<file path="src/rtl/tmds_decoder_dvi_align.sv">
// ---------------------------------------------------------------------------
// tmds_decoder_dvi_align
//
// Word aligner and TMDS decoder for one DVI channel.
//
// The deserializer delivers 10-bit words whose boundary is arbitrary after
// power-up. This block looks for long runs of TMDS control tokens, which
// only occur in properly framed blanking periods. If no run shows up within
// the timeout, it asks the deserializer to rotate its word boundary by one
// bit, lets the deserializer settle, and searches again. Once a full run of
// tokens has been seen, the channel is declared aligned. After that, control
// tokens and video data words are decoded into o_ctrl / o_data / o_de.
// Lock is dropped if no full token run shows up within the timeout.
//
// Parameters
//   LOCK_COUNT : consecutive control tokens needed to declare alignment
//   TIMEOUT    : cycles without a completed token run before a slip
//                (while searching) or loss of lock (while locked)
//   SLIP_WAIT  : settle cycles after a bitslip request (must be >= 1)
//
// Ports
//   i_clk       : pixel clock, the only clock
//   i_rst_n     : asynchronous active-low reset, release synchronised here
//   i_tmds      : parallel word from the deserializer, bit 0 first on wire
//   o_bitslip   : one-cycle request to rotate the deserializer boundary
//   o_aligned   : high while the channel is locked
//   o_de        : decoded word is video data
//   o_data      : decoded pixel data
//   o_ctrl      : decoded control bits {ctrl1, ctrl0}
//   o_lock_lost : one-cycle pulse when lock is dropped
// ---------------------------------------------------------------------------
module tmds_decoder_dvi_align #(
  parameter int LOCK_COUNT = 64,
  parameter int TIMEOUT    = 1024,
  parameter int SLIP_WAIT  = 4
) (
  input  logic       i_clk,
  input  logic       i_rst_n,
  input  logic [9:0] i_tmds,
  output logic       o_bitslip,
  output logic       o_aligned,
  output logic       o_de,
  output logic [7:0] o_data,
  output logic [1:0] o_ctrl,
  output logic       o_lock_lost
);

  localparam int RUN_W  = $clog2(LOCK_COUNT + 1);
  localparam int TMR_W  = $clog2(TIMEOUT + 1);
  localparam int WAIT_W = $clog2(SLIP_WAIT + 1);

  localparam logic [RUN_W-1:0]  RUN_FULL  = RUN_W'(LOCK_COUNT);
  localparam logic [RUN_W-1:0]  RUN_ONE   = RUN_W'(1);
  localparam logic [TMR_W-1:0]  TMR_LAST  = TMR_W'(TIMEOUT - 1);
  localparam logic [TMR_W-1:0]  TMR_ONE   = TMR_W'(1);
  localparam logic [WAIT_W-1:0] WAIT_LAST = WAIT_W'(SLIP_WAIT - 1);
  localparam logic [WAIT_W-1:0] WAIT_ONE  = WAIT_W'(1);

  typedef enum logic [1:0] {
    ST_SEARCH = 2'd0,
    ST_SLIP   = 2'd1,
    ST_WAIT   = 2'd2,
    ST_LOCKED = 2'd3
  } state_e;

  // Reset release synchroniser
  logic [1:0] rstSync_q;
  logic       coreEn;

  // State and counters
  state_e            state_q, state_d;
  logic [RUN_W-1:0]  runCnt_q, runCnt_d;
  logic [TMR_W-1:0]  timer_q, timer_d;
  logic [WAIT_W-1:0] waitCnt_q, waitCnt_d;

  // Registered outputs
  logic       bitslip_q, bitslip_d;
  logic       aligned_q, aligned_d;
  logic       lockLost_q, lockLost_d;
  logic       de_q, de_d;
  logic [7:0] data_q, data_d;
  logic [1:0] ctrl_q, ctrl_d;

  // Word classification and decode
  logic             isToken;
  logic [1:0]       tokenCtrl;
  logic [7:0]       dataWord;
  logic [7:0]       decoded;
  logic [RUN_W-1:0] runNext;
  logic             runDone;
  logic [TMR_W-1:0] timerInc;

  // Reset assertion is immediate; release walks through two flops so the
  // core never leaves reset on a clock edge that races the deassertion.
  always_ff @(posedge i_clk or negedge i_rst_n) begin
    if (!i_rst_n) begin
      rstSync_q <= 2'b00;
    end else begin
      rstSync_q <= {rstSync_q[0], 1'b1};
    end
  end

  assign coreEn = rstSync_q[1];

  // The four TMDS control tokens; anything else is treated as video data.
  always_comb begin
    isToken   = 1'b1;
    tokenCtrl = 2'b00;
    case (i_tmds)
      10'b1101010100: tokenCtrl = 2'b00;
      10'b0010101011: tokenCtrl = 2'b01;
      10'b0101010100: tokenCtrl = 2'b10;
      10'b1010101011: tokenCtrl = 2'b11;
      default:        isToken   = 1'b0;
    endcase
  end

  // TMDS data decode: undo the optional inversion (bit 9), then undo the
  // XOR / XNOR transition chain selected by bit 8.
  always_comb begin
    dataWord   = i_tmds[9] ? ~i_tmds[7:0] : i_tmds[7:0];
    decoded    = 8'h00;
    decoded[0] = dataWord[0];
    for (int i = 1; i < 8; i++) begin
      decoded[i] = i_tmds[8] ? (dataWord[i] ^ dataWord[i-1])
                             : ~(dataWord[i] ^ dataWord[i-1]);
    end
  end

  // Run counter candidate: saturating count of consecutive tokens. A
  // "completed run" is any cycle in which the count sits at LOCK_COUNT, so a
  // blanking period longer than LOCK_COUNT keeps refreshing the timer.
  always_comb begin
    if (!isToken) begin
      runNext = '0;
    end else if (runCnt_q == RUN_FULL) begin
      runNext = RUN_FULL;
    end else begin
      runNext = runCnt_q + RUN_ONE;
    end
    runDone  = (runNext == RUN_FULL);
    timerInc = (timer_q == TMR_LAST) ? timer_q : timer_q + TMR_ONE;
  end

  // Next-state logic for the alignment FSM plus the next values of all
  // registered outputs. Nothing advances until the reset release has passed
  // through the synchroniser. Decode outputs follow the next state so they
  // are valid exactly while o_aligned is high.
  always_comb begin
    state_d    = state_q;
    runCnt_d   = runCnt_q;
    timer_d    = timer_q;
    waitCnt_d  = waitCnt_q;
    bitslip_d  = 1'b0;
    aligned_d  = 1'b0;
    lockLost_d = 1'b0;
    de_d       = 1'b0;
    data_d     = 8'h00;
    ctrl_d     = 2'b00;

    if (coreEn) begin
      case (state_q)
        ST_SEARCH: begin
          runCnt_d = runNext;
          timer_d  = runDone ? '0 : timerInc;
          // A completed run takes priority over an expiring timer.
          if (runDone) begin
            state_d = ST_LOCKED;
          end else if (timer_q == TMR_LAST) begin
            state_d  = ST_SLIP;
            runCnt_d = '0;
            timer_d  = '0;
          end
        end

        ST_SLIP: begin
          state_d   = ST_WAIT;
          runCnt_d  = '0;
          timer_d   = '0;
          waitCnt_d = '0;
        end

        ST_WAIT: begin
          runCnt_d = '0;
          timer_d  = '0;
          if (waitCnt_q == WAIT_LAST) begin
            state_d   = ST_SEARCH;
            waitCnt_d = '0;
          end else begin
            waitCnt_d = waitCnt_q + WAIT_ONE;
          end
        end

        ST_LOCKED: begin
          runCnt_d = runNext;
          timer_d  = runDone ? '0 : timerInc;
          if (!runDone && (timer_q == TMR_LAST)) begin
            state_d  = ST_SEARCH;
            runCnt_d = '0;
            timer_d  = '0;
          end
        end

        default: begin
          state_d  = ST_SEARCH;
          runCnt_d = '0;
          timer_d  = '0;
        end
      endcase
    end

    bitslip_d  = (state_d == ST_SLIP);
    aligned_d  = (state_d == ST_LOCKED);
    lockLost_d = (state_q == ST_LOCKED) && (state_d == ST_SEARCH);

    if (state_d == ST_LOCKED) begin
      if (isToken) begin
        ctrl_d = tokenCtrl;
      end else begin
        de_d   = 1'b1;
        data_d = decoded;
        ctrl_d = ctrl_q;
      end
    end
  end

  // State, counters and output registers. Reset clears everything at once,
  // which also cancels any pulse that was in flight.
  always_ff @(posedge i_clk or negedge i_rst_n) begin
    if (!i_rst_n) begin
      state_q    <= ST_SEARCH;
      runCnt_q   <= '0;
      timer_q    <= '0;
      waitCnt_q  <= '0;
      bitslip_q  <= 1'b0;
      aligned_q  <= 1'b0;
      lockLost_q <= 1'b0;
      de_q       <= 1'b0;
      data_q     <= 8'h00;
      ctrl_q     <= 2'b00;
    end else begin
      state_q    <= state_d;
      runCnt_q   <= runCnt_d;
      timer_q    <= timer_d;
      waitCnt_q  <= waitCnt_d;
      bitslip_q  <= bitslip_d;
      aligned_q  <= aligned_d;
      lockLost_q <= lockLost_d;
      de_q       <= de_d;
      data_q     <= data_d;
      ctrl_q     <= ctrl_d;
    end
  end

  assign o_bitslip   = bitslip_q;
  assign o_aligned   = aligned_q;
  assign o_lock_lost = lockLost_q;
  assign o_de        = de_q;
  assign o_data      = data_q;
  assign o_ctrl      = ctrl_q;

endmodule

</file>
<file path="config.mk">
export PLATFORM = sky130hd
export DESIGN_NAME = tmds_decoder_dvi_align
export DESIGN_NICKNAME = d
export VERILOG_FILES = /design/src/rtl/tmds_decoder_dvi_align.sv
export SDC_FILE = /design/constraint.sdc
export NUM_CORES = 1
export LEC_CHECK = 0
export CAP_MARGIN = 20
export CORE_AREA = 4 4 70 72
export DETAILED_ROUTE_END_ITERATION = 7
export DIE_AREA = 0 0 74 76
export DONT_BUFFER_PORTS = 1
export GPL_TIMING_DRIVEN = 0
export HOLD_SLACK_MARGIN = 0.06
export PLACE_DENSITY_LB_ADDON = 0.15
export SETUP_SLACK_MARGIN = 0.4
export SYNTH_ARGS = -nofsm -noshare
export SYNTH_HDL_FRONTEND = slang
export SYNTH_SLANG_ARGS = --single-unit
</file>
<file path="constraint.sdc">
create_clock -name i_clk -period 2.2 [get_ports i_clk]
set_input_delay 0.22 -clock i_clk [delete_from_list [all_inputs] [get_ports i_clk]]
set_output_delay 0.22 -clock i_clk [all_outputs]
set_load 0.1 [all_outputs]
</file>
==> results.py <==
metrics = {
    "cts": {
        "cts_tree": "yes",
        "cts_made_buffers": 5,
        "worst_skew_pair.late_latency_ps": 300,
        "clkSlewWorstSetupHoldPaths_ps": 80,
        "clock_tree.buffer_depth": 2,
        "ctsRootBufferMaster": "sky130_fd_sc_hd__clkbuf_8",
        "htree_num_levels": 2,
        "cts.sinks": 39,
    },
    "sta": {
        "final.min_clock_period_ps": 2220,
        "post-route-period-util": 1.01,
        "timing_worst_slew_pin_value_ps": 944,
        "maxSlewHeadroom": 0.371,
        "grt_setup_unrepaired": "true",
        "final.setup_skew_ps": 10.3,
        "setup_viol": 8,
        "hold_viol": 0,
        "max_freq_ghz": 0.451,
        "finalMaxSlewViolations": 0,
        "worst_slack_ps": -17.7,
    },
    "routing": {
        "post-route-drc-count": 0,
        "ant_nets": 0,
        "detailroute.via_count": 1846,
        "detail_route.first_pass.iterations": 4,
        "routed_wire_length_mm": 5.29,
        "average_via_count_per_standard_cell": 5.90,
        "wire_per_inst_um": 16.9,
        "drc_marker_count_from_the_first_detailed_route_iteration": 149,
    },
    "finish": {
        "layout.cells.most_common": "sky130_fd_sc_hd__dfrtp_1",
        "final_nets": 283,
        "commonest_non_fill_non_tap_cells_in_the_layout": "35 x sky130_fd_sc_hd__dfrtp_1, 20 x sky130_fd_sc_hd__nand2_1, 16 x sky130_fd_sc_hd__buf_4",
        "drive_gt1_frac": 0.314,
        "synth_to_final_area_change_pct": 29.0,
        "antenna_cells_inserted": 0,
        "fin_cells": 313,
    },
    "logic_synthesis": {
        "synth.yosys.seq_area_share": 0.428,
        "ys.warnings.count": 0,
        "total_standard_cell_area_after_synthesis_um2": 2280,
        "synth_edf_count": 0,
        "synth_area_per_cell_um2": 10.0,
        "synth.distinct_cells": 50,
        "async_sr_flop_fraction": 1.00,
        "synthFlopType": "sky130_fd_sc_hd__dfrtp_1",
        "synth.ff_latch_count": 39,
        "syn_nets": 249,
        "netlist_instances": 227,
    },
    "placement": {
        "dpl_worst_slack_ps": -283,
        "placement.io_buffers": 0,
        "dp_cells": 279,
        "place.gp.congestion": 0.738,
        "hpwlAfterDp_mm": 3.40,
    },
    "floorplan": {
        "chipWidth_um": 74,
        "fp-row-count": 24,
        "floorplan.die_area_um2": 5620,
        "start_util": 0.531,
        "fp.coreArea_um2": 4290,
        "chipHeight_um": 76,
        "ioPinCount": 26,
    },
    "flow_run": {
        "max-cap-violations": 0,
    },
    "pwr": {
        "power_per_cell_area_nw_per_um2": 488,
        "leakagePower_nw": 1.24,
        "power_mw": 1.44,
        "peakVddDrop_mv": 0.292,
    },
    "global_route": {
        "first_global_vias": 1870,
        "grt_overflow": 0,
        "largest_net_degree_at_the_start_of_global_routing": 40,
        "antenna_found_initial": 0,
        "grt_first_pass_wirelength_mm": 8.58,
        "grt_use_total": 0.197,
    },
    "critical_path": {
        "startpoint": "runCnt_q[1]",
        "crit_fanout": 7,
        "worstReg2RegStart": "runCnt_q[1]",
        "crit_required_ps": 2390,
        "start_kind": "flop",
        "worstSetupPathType": "reg2reg",
        "worstSetupEndpointType": "flop",
        "crit_arrival_ps": 2410,
    },
    "outcome": {
        "failed_checks": "negative setup slack",
        "run_status": "complete, but fails checks",
    },
    "hold_path": {
        "hold_start": "i_tmds[5]",
        "hold_path_class": "in2reg",
    },
}
metrics by stage:
step / setup TNS, ps / cell area, um2 / hold WS [ps] / utilization
5_1_grt: -1920 / 2940 / 124 / 0.685
6_report: -94.8 / 2940 / 107 / 0.685
2_1_floorplan: 0 / 2310 / -75.6 / -
4_1_cts: -341 / 2680 / 104 / 0.624
3_3_place_gp: -4920 / 2370 / -74.4 / 0.553
3_5_place_dp: -6180 / 2370 / -74.1 / 0.553
path summary, 6_finish.rpt:
| path | endpoint | slack [ps] | cells past startpoint |
|---|---|---|---|
| min | o_data[5] | 110 | 3 |
| max | o_lock_lost | -20 | 9 |
| min in group asynchronous | timer_q[7] | 380 | 2 |
| min reg2reg | rstSync_q[1] | 370 | 0 |
| max reg2reg | o_lock_lost | -20 | 9 |
| max in group asynchronous | runCnt_q[1] | 1600 | 2 |
power breakdown:
group	switching, mW	total (mW)	internal, mW
Sequential	0.0280	0.770	0.742
Combinational	0.0848	0.169	0.0839
Clock	0.251	0.497	0.246
state kept, by name, summed over array words and instances (netlist names):
signal and count:
o_bitslip 1, o_lock_lost 1, o_data 8, rstSync_q 2, o_ctrl 2, o_aligned 1
runCnt_q 7, state_q 2, o_de 1, timer_q 11, waitCnt_q 3
area by class of cell:
| class | instances | area, um2 |
|---|---|---|
| Multi-Input combinational cell | 165 | 1390 |
| Timing Repair Buffer | 27 | 293 |
| Clock inverter | 1 | 5.00 |
| Tap cell | 52 | 65.1 |
| Fill cell | 311 | 1350 |
| Inverter | 14 | 52.6 |
| Clock buffer | 6 | 82.6 |
| Buffer | 9 | 70.1 |
| Sequential cell | 39 | 981 |
worst max-delay path, cell delays in order, from the launching register on:
cell and delay, ps:
sky130_fd_sc_hd__dfrtp_2 390, sky130_fd_sc_hd__ha_4 170, sky130_fd_sc_hd__nand3_4 80, sky130_fd_sc_hd__or3_1 330, sky130_fd_sc_hd__a221o_1 370, sky130_fd_sc_hd__a31oi_4 220, sky130_fd_sc_hd__buf_12 140, sky130_fd_sc_hd__o2bb2ai_4 120
sky130_fd_sc_hd__buf_6 160, sky130_fd_sc_hd__and3_4 140
metal layers:
metal,vias up,part of all wire,global-route usage
met1,909,0.43,0.256
met2,35,0.51,0.305
met4,0,0.022,0.0779
met5,-,0,0
li1,892,-,-
met3,10,0.043,0.0554
kinds of logic after synthesis:
family / Yosys count / share of synthesized area
DFF: 39 / 0.428
and+or+nand+nor: 89 / 0.232
AOI/OAI and AO/OA: 49 / 0.172
adders and majority gates: 10 / 0.0549
buffers and inverters: 23 / 0.0483
muxes: 3 / 0.0132
xor gates and xnor gates: 13 / 0.0499
other: 1 / 0.00164
Yosys cell counts, drive strengths merged (5+ instances only):
library cell | instances | area (um2)
dfrtp | 39 | 976
nand3 | 6 | 35.0
ha | 10 | 125
and3 | 5 | 31.3
o21ai | 12 | 60.1
xnor2 | 9 | 78.8
nor3 | 12 | 95.1
a22o | 6 | 52.6
buf | 5 | 42.5
nor2 | 11 | 41.3
nand2 | 21 | 78.8
nor4 | 6 | 43.8
inv | 14 | 52.6
repair_timing:
action / 4_1_cts / 5_1_grt
endpoints found under the setup margin: 34 / 34
gates resized for setup: 16 / 38
hold buffers: 3 / 0
cloned: 1 / 2
endpoints found under the hold margin: 40 / 0
pin swaps: 8 / 16
buffers inserted: 14 / 7
Note: power is estimated with default switching activity, not from simulation.
